<file path="src/rtl/mult_pkg.sv">
// Shared definitions for the multiplier library: FSM state encodings,
// accumulator width derivation and count saturation constant.
package mult_pkg;

  typedef enum logic [1:0] {
    S_IDLE  = 2'd0,
    S_ACCUM = 2'd1,
    S_HOLD  = 2'd2
  } mac_state_e;

  // Accumulator width: full product width plus guard bits.
  function automatic int acc_width(input int sw, input int gw);
    return 2 * sw + gw;
  endfunction

  // Beat count saturates at all-ones of a gw-bit counter.
  function automatic int cnt_sat_value(input int gw);
    return (2 ** gw) - 1;
  endfunction

endpackage

</file>
<file path="src/rtl/cmult.sv">
// Combinational unsigned multiplier from the multiplier library.
// Produces the full 2*SW-bit product of two SW-bit operands.
module cmult #(
  parameter int SW = 24
) (
  input  logic [SW-1:0]   Data_A_i,
  input  logic [SW-1:0]   Data_B_i,
  output logic [2*SW-1:0] Data_S_o
);

  // Full-width product; operands are zero-extended so no bits are lost.
  always_comb begin
    Data_S_o = {{SW{1'b0}}, Data_A_i} * {{SW{1'b0}}, Data_B_i};
  end

endmodule

</file>
<file path="src/rtl/cmult_mac.sv">
// Multiply-accumulate stage around cmult. Operand beats arrive on a
// valid/ready stream; products are registered (stage P), then summed per
// group (stage A) until a beat flagged last. The group sum, beat count and
// overflow flag are held on a valid/ready output until consumed.
// Optional build macro: CMULT_MAC_SAT_EN -- saturate the accumulator at
// all-ones on overflow instead of wrapping modulo 2^ACC_W.
module cmult_mac
  import mult_pkg::*;
#(
  parameter  int SW    = 24,
  parameter  int GW    = 8,
  localparam int ACC_W = acc_width(SW, GW)
) (
  input  logic             clk,
  input  logic             rst_n,
  input  logic [SW-1:0]    Data_A_i,
  input  logic [SW-1:0]    Data_B_i,
  input  logic             valid_i,
  input  logic             last_i,
  output logic             ready_o,
  output logic [ACC_W-1:0] Data_S_o,
  output logic [GW-1:0]    cnt_o,
  output logic             ovf_o,
  output logic             valid_o,
  input  logic             ready_i
);

  localparam logic [GW-1:0] CNT_MAX = GW'(cnt_sat_value(GW));

  mac_state_e        state;
  logic              accept;
  logic [2*SW-1:0]   prod;
  logic [2*SW-1:0]   p_prod;
  logic              p_valid;
  logic              p_last;
  logic              first;
  logic [ACC_W-1:0]  acc;
  logic [GW-1:0]     cnt;
  logic              ovf;
  logic [ACC_W-1:0]  acc_base;
  logic [ACC_W:0]    acc_sum;
  logic [ACC_W-1:0]  acc_next;
  logic [GW-1:0]     cnt_next;
  logic              ovf_next;

  cmult #(.SW(SW)) u_cmult (
    .Data_A_i (Data_A_i),
    .Data_B_i (Data_B_i),
    .Data_S_o (prod)
  );

  // Stall new beats while a result is held or while the last beat of the
  // current group is still in stage P.
  assign ready_o = (state != S_HOLD) && !(p_valid && p_last);
  assign accept  = valid_i && ready_o;

  // Stage P: register the product and its beat qualifiers.
  always_ff @(posedge clk) begin
    // NOTE: every register here uses non-blocking assignment so all stages
    // update from the same pre-edge values; blocking would let stage A see
    // this cycle's new product a cycle early.
    if (!rst_n) begin
      p_prod  <= '0;
      p_valid <= 1'b0;
      p_last  <= 1'b0;
    end else begin
      p_valid <= accept;
      p_last  <= accept && last_i;
      if (accept) p_prod <= prod;
    end
  end

  // Stage A next-value logic: restart from zero on the first beat of a
  // group, detect carry out of the accumulator, saturate the beat count.
  always_comb begin
    // NOTE: each signal gets a default before any branch so no path leaves
    // it unassigned, which would infer a latch.
    acc_base = first ? '0 : acc;
    acc_sum  = {1'b0, acc_base} + {{(ACC_W + 1 - 2*SW){1'b0}}, p_prod};
    ovf_next = (first ? 1'b0 : ovf) | acc_sum[ACC_W];
`ifdef CMULT_MAC_SAT_EN
    acc_next = ovf_next ? {ACC_W{1'b1}} : acc_sum[ACC_W-1:0];
`else
    acc_next = acc_sum[ACC_W-1:0];
`endif
    if (first)               cnt_next = GW'(1);
    else if (cnt == CNT_MAX) cnt_next = cnt;
    else                     cnt_next = cnt + GW'(1);
  end

  // Stage A: accumulate each registered product into the group state.
  always_ff @(posedge clk) begin
    if (!rst_n) begin
      acc <= '0;
      cnt <= '0;
      ovf <= 1'b0;
    end else if (p_valid) begin
      acc <= acc_next;
      cnt <= cnt_next;
      ovf <= ovf_next;
    end
  end

  // Group control FSM: tracks open group, presents result, and re-arms the
  // first-beat flag once the result has been taken.
  always_ff @(posedge clk) begin
    if (!rst_n) begin
      state   <= S_IDLE;
      valid_o <= 1'b0;
      first   <= 1'b1;
    end else begin
      if (p_valid) first <= 1'b0;
      case (state)
        S_IDLE: begin
          if (p_valid && p_last) begin
            state   <= S_HOLD;
            valid_o <= 1'b1;
          end else if (accept && !last_i) begin
            state <= S_ACCUM;
          end
        end
        S_ACCUM: begin
          if (p_valid && p_last) begin
            state   <= S_HOLD;
            valid_o <= 1'b1;
          end
        end
        S_HOLD: begin
          if (ready_i) begin
            state   <= S_IDLE;
            valid_o <= 1'b0;
            first   <= 1'b1;
          end
        end
        default: begin
          state   <= S_IDLE;
          valid_o <= 1'b0;
        end
      endcase
    end
  end

  assign Data_S_o = acc;
  assign cnt_o    = cnt;
  assign ovf_o    = ovf;

endmodule

</file>
<file path="config.mk">
export PLATFORM = sky130hd
export DESIGN_NAME = cmult_mac
export DESIGN_NICKNAME = d
export VERILOG_FILES = /design/src/rtl/mult_pkg.sv /design/src/rtl/cmult.sv /design/src/rtl/cmult_mac.sv
export SDC_FILE = /design/constraint.sdc
export NUM_CORES = 2
export LEC_CHECK = 0
export BUFFER_PORTS_ARGS = -buffer_cell sky130_fd_sc_hd__clkbuf_2
export CAP_MARGIN = 20
export CORE_MARGIN = 5
export CORE_UTILIZATION = 50
export DETAILED_ROUTE_END_ITERATION = 7
export GPL_ROUTABILITY_DRIVEN = 0
export GPL_TIMING_DRIVEN = 1
export PLACE_DENSITY_LB_ADDON = 0.08
export RECOVER_POWER = 100
export SETUP_SLACK_MARGIN = 0.1
export SLEW_MARGIN = 20
export SYNTH_ARGS = -nofsm -noshare
export SYNTH_HDL_FRONTEND = slang
export SYNTH_SLANG_ARGS = --single-unit
</file>
<file path="constraint.sdc">
create_clock -name clk -period 10.8 [get_ports clk]
set_input_delay 1.62 -clock clk [delete_from_list [all_inputs] [get_ports clk]]
set_output_delay 1.62 -clock clk [all_outputs]
set_load 0.01 [all_outputs]
</file>
# Word-level counts from Yosys, hierarchy flattened
# Index checks and enable logic that the tools add are counted.
dict set report totals {
  out_inout_bits 67
  wordCells 49
  reg_bits 119
}
dict set report classes {
  reduce_logical 12
  bitwise 1
  addsub 2
  n_eq_ne 9
  n_mul 1
  muxes 15
}
# operator count
set op_table {}
lappend op_table {{56-bit by 48-bit adder with 57-bit output} 1}
lappend op_table {{56-bit 2-to-1 mux} 1}
lappend op_table {{24-bit by 24-bit multiplier with 48-bit output} 1}
lappend op_table {{8-bit 2-to-1 mux} 2}
lappend op_table {{8-bit by 1-bit adder with 8-bit output, second input constant} 1}
lappend op_table {{8-bit == test, second input constant} 1}
lappend op_table {{2-bit 2-to-1 mux} 4}
lappend op_table {{2-bit != test, second input constant} 4}
lappend op_table {{1-bit 2-to-1 mux} 6}
lappend op_table {{2-bit case mux with 3 select lines} 1}
lappend op_table {{1-bit logical AND} 5}
lappend op_table {{2-bit AND reduction} 2}
lappend op_table {{3-bit != test, second input constant} 1}
lappend op_table {{3-bit AND reduction} 1}
lappend op_table {{2-bit by 1-bit == test with 1-bit output, second input constant} 1}
lappend op_table {{2-bit == test, second input constant} 1}
lappend op_table {{1-bit logical NOT} 2}
lappend op_table {{2-bit logical NOT} 1}
lappend op_table {{2-bit by 1-bit != test with 1-bit output, second input constant} 1}
lappend op_table {{1-bit case mux with 2 select lines} 1}
lappend op_table {{2-bit OR reduction} 1}
lappend op_table {{1-bit bitwise OR} 1}

# Depth between registers and ports, before layout
dict set report depth {
  word_depth 8
  mapped_depth 28
}

# By module
# Synthesis repeated with hierarchy kept, for this count alone.
dict set report unflattened {
  cells_unflattened 3170
  area_unflattened_um2 26897.0
}
# module n_inst cells_each seq_area_each_um2 area_each_um2
set by_module_without_submodules {}
lappend by_module_without_submodules {cmult 1 2181 0.0 19112.1}
lappend by_module_without_submodules {cmult_mac 1 989 2382.3 7785.0}

# Worst setup path before layout
# Ideal clock, no wire load.
dict set report synth_path {
  path_type {input to register}
  from {input port Data_B_i[3]}
  to {register p_prod[40]}
  path_buffers 2
  path_stages 26
  t_required_ns 10.679
  setup_time_ns 0.121
  arrival_time_ns 7.835
  setup_slack_ns 2.844
  cell_sequence {clkbuf_1 -> nand2_1 -> fa_1 -> inv_1 -> fa_1 -> inv_1 -> fa_1 -> fa_1 -> inv_1 -> fa_1 -> fa_1 -> inv_1 -> fa_1 -> inv_1 -> ha_1 -> buf_2 -> a2111oi_0 -> a211oi_1 -> o21ai_0 -> o311a_1 -> nor4_1 -> o41a_1 -> or2_1 -> a31oi_1 -> xor2_1 -> o21ai_1}
}
dict set report synth_via {
  elab_chain_cells 1
}
# item line
set synth_rtl {}
lappend synth_rtl {{start: declaration} cmult_mac.sv:17} ;# input logic [SW-1:0] Data_B_i,
lappend synth_rtl {{24-bit by 24-bit multiplier with 48-bit output} cmult.sv:13} ;# Data_S_o = {{SW{1'b0}}, Data_A_i} * {{SW{1'b0}}, Data_B_i};
lappend synth_rtl {{end signal: assignment} cmult_mac.sv:69} ;# if (accept) p_prod <= prod;
lappend synth_rtl {{end: declaration} cmult_mac.sv:33} ;# logic [2*SW-1:0] p_prod;
# Every way passes these cells.
# A chain may end at the register's enable or synchronous reset.

# Worst setup path after layout
dict set report layout_path {
  from {input port Data_A_i[5]}
  to {register p_prod[43]}
}
dict set report layout_via {
  elab_chain_cells 1
}
# item line
set layout_rtl {}
lappend layout_rtl {{start: declaration} cmult_mac.sv:16} ;# input logic [SW-1:0] Data_A_i,
lappend layout_rtl {{24-bit by 24-bit multiplier with 48-bit output} cmult.sv:13}
# Every way passes these cells.

==> impl_metrics.csv <==
group,metric,value,unit
run_status,status,"complete, but fails checks",
run_status,violations_in_the_final_reports,"capacitance limit, slew limit",
sta,final-hold-violation-count,0,
global_route,antenna_found_initial,0,
synth,synth-adder-area-share,47.0,%
routing,antenna_left,0,
synth,yosys.cell_count.top_type,"inv_1",
critical_path,arr_time_crit_path,9450,ps
critical_path,r2r-end,"Data_S_o[50]",
sta,setup_tns,0,ps
sta,rsz0062_at_grt,"false",
synth,syn-instance-count,3138,
clock_network,post-cts-setup-buffers,0,
critical_path,worstSetupPathType,"in -> reg",
placed_design,detailed_place_hpwl,55300,um
critical_path,crit_path_start_kind,"input pin",
synth,synth_enable_flop_cells,0,
synth,postSynth.asyncResetShare,0,%
sta,timing.fmax,109,MHz
final_layout,area_growth,5.17,%
routing,drt-total-wl,70500,um
synth,synth_top_family_by_area,"adder cells",
clock_network,post_cts_hold_buffer_count,0,
synth,synth.top_cells.by_area,"fa_1 (36%), ha_1 (11%), dfxtp_1 (9.0%), inv_1 (8.2%), and2_1 (7.3%)",
sta,worstMarginPinSlew,3460,ps
critical_path,cp.required,11100,ps
final_layout,multiInputGateArea,21300,um2
synth,netlist.top_cell.by_area,"fa_1",
synth,synthXorXnorAreaFrac,2.90,%
clock_network,worst_setup_hold_path_clk_slew,50,ps
floorplan,io_pins,120,
synth,commonest_cells_in_the_netlist,"inv_1 (578), fa_1 (483), nand2_1 (403)",
clock_network,inserted_clock_buffers,17,
clock_network,clock-root-buffer,"clkbuf_16",
clock_network,tritoncts,"yes",
synth,synth.yosys.seq_area_share,8.98,%
global_route,grt_first_pass_wirelength,116000,um
synth,synth_area_per_inst,8.46,um2
floorplan,die_w,240,um
global_route,grtUsageTotal,25.1,%
global_route,grt_overflow,0,
synth,ys_seq_elements,119,
synth,synth_area,26500,um2
synth,post_synth_and_or_nand_nor_area_fraction,19.4,%
final_layout,drive_gt1_share,3.23,%
critical_path,reg2regPathDepth,13,
critical_path,endpoint,"p_prod[43]",
critical_path,timing.reg2reg.setup_slack,4560,ps
routing,drcViolationCount,0,
clock_network,worstSkewPairLatency,420,ps
synth,synth-compound-area-share,9.78,%
placed_design,io_buffer_count,119,
routing,num_vias,21048,
critical_path,startpoint,"Data_A_i[5]",
sta,slew_headroom,-130,%
floorplan,dieHeight,240,um
synth,synthesized_nets,3897,
synth,post_synth_mux_area_share,1.40,%
sta,finalSetupViolations,0,
sta,fin_crit_sh,84.7,%
final_layout,layout.nets,3877,
final_layout,count_of_filler_cells_inserted_in_the_layout,5063,
floorplan,core-area,52600,um2
synth,synth-warning-count,0,
floorplan,starting_density_of_the_core,50.5,%
critical_path,critical_path_fanout_max,24,
clock_network,post_cts_resized,0,
critical_path,r2r-start,"first",
sta,layout_min_cycle_time,9150,ps
clock_network,max-clock-path-buffers,2,
routing,total_iterations_of_the_first_detailed_routing_run,7,
synth,post_synth_num_cell_types,72,
routing,via_per_inst,5.51,
final_layout,antenna_cells,0,
global_route,grt_pass1_vias,22414,
routing,drt-initial-drc-count,1412,
sta,finalMaxSlewViolations,205,
synth,synth_top_area_share,36.4,%
floorplan,floorplan.rows,84,
flow_run,cap_violations,4,
critical_path,critical_path.endpoint_type,"register",
worst_hold_path,holdPathStages,2,
final_layout,combined_flip_flop_and_latch_cell_area,2380,um2
routing,wl_per_cell,18.5,um
worst_hold_path,timing.hold.worst.class,"reg -> reg",
floorplan,dieArea,57800,um2
clock_network,cts.sinks,119,
synth,ys_dominant_reg_cell,"dfxtp_1",
global_route,grt_max_degree,76,
sta,clock_skew,9.55,ps
clock_network,h-tree-depth,4,
==> through the flow <==
step | worst slack (ps) | instances | util (%) | instance area (um2) | hold slack (ps)
after detailed placement | 2010 | 3787 | 52.2 | 27400 | 452
final | 1650 | 3819 | 53.1 | 27900 | 456
after global placement | 2090 | 3787 | 52.2 | 27400 | 454
after CTS | 2460 | 3819 | 53.3 | 28000 | 460
after global routing | 1330 | 3819 | 53.1 | 27900 | 474
after floorplan | 2840 | 3138 | - | 26500 | 436
==> cell families after synthesis <==
group,count (synthesis)
buffers and inverters,745
AOI/OAI and AO/OA,407
muxes,37
adders and majority gates,706
DFF,119
xor gates and xnor gates,88
and+or+nand+nor,1036
==> state kept, by name, summed over array words and instances, names as in the netlist <==
name,cells
ovf_o,1
Data_S_o,56
first,1
p_prod,48
valid_o,1
state,2
cnt_o,8
p_last,1
p_valid,1
==> cell usage in the layout, fill, tap and decap left out, types with 30 or more instances in the layout <==
master | netlist | final
nand2_1 | 403 | 403
a21o_1 | 53 | 53
dfxtp_1 | 119 | 117
clkbuf_2 | 2 | 51
o21ai_0 | 75 | 78
ha_1 | 223 | 223
clkbuf_1 | 152 | 73
nor2b_1 | 64 | 64
mux2i_1 | 36 | 36
nand3_1 | 41 | 41
nand4_1 | 30 | 30
xor2_1 | 31 | 31
and2_1 | 309 | 304
nor2_1 | 119 | 119
inv_1 | 578 | 579
xnor2_1 | 57 | 57
a21oi_1 | 136 | 136
fa_1 | 483 | 483
==> worst max-delay path, cell delays in order <==
cell and delay, ps:
clkbuf_1 1200, nand2_1 250, fa_1 520, fa_1 530
inv_1 60, fa_1 530, ha_1 220, fa_1 480
inv_1 60, fa_1 480, fa_1 490, inv_1 40
ha_1 360, and3_1 290, o211ai_1 150, a31oi_1 400
a21oi_1 250, o21ai_0 610, a21oi_1 190, o21ai_0 400
a31o_2 220, nand3_1 60
==> metal layers <==
layer,global-route usage [%],vias up,routed length (um)
met3,3.11,132,3610
li1,-,9668,-
met1,32.6,10627,29200
met5,0,-,0
met4,7.50,0,2340
met2,44.3,621,35300
==> how the worst min path moves through the flow <==
stage,to,startpoint
6_report,p_prod[29],p_prod[29]
5_1_grt,p_prod[12],p_prod[12]
4_1_cts,p_prod[29],p_prod[29]
3_5_place_dp,p_prod[29],p_prod[29]
3_3_place_gp,p_prod[29],p_prod[29]
2_1_floorplan,p_prod[10],p_prod[10]
==> cell type report <==
class / instances / area share, %
Tap cell: 688 / 3.08
Clock inverter: 7 / 0.323
Timing Repair Buffer: 126 / 1.98
Sequential cell: 119 / 8.55
Inverter: 580 / 7.80
Multi-Input combinational cell: 2274 / 76.4
Clock buffer: 25 / 1.85
Power is not shown: default switching activity piles up to over one toggle a cycle in this logic, so the estimate is an artifact.
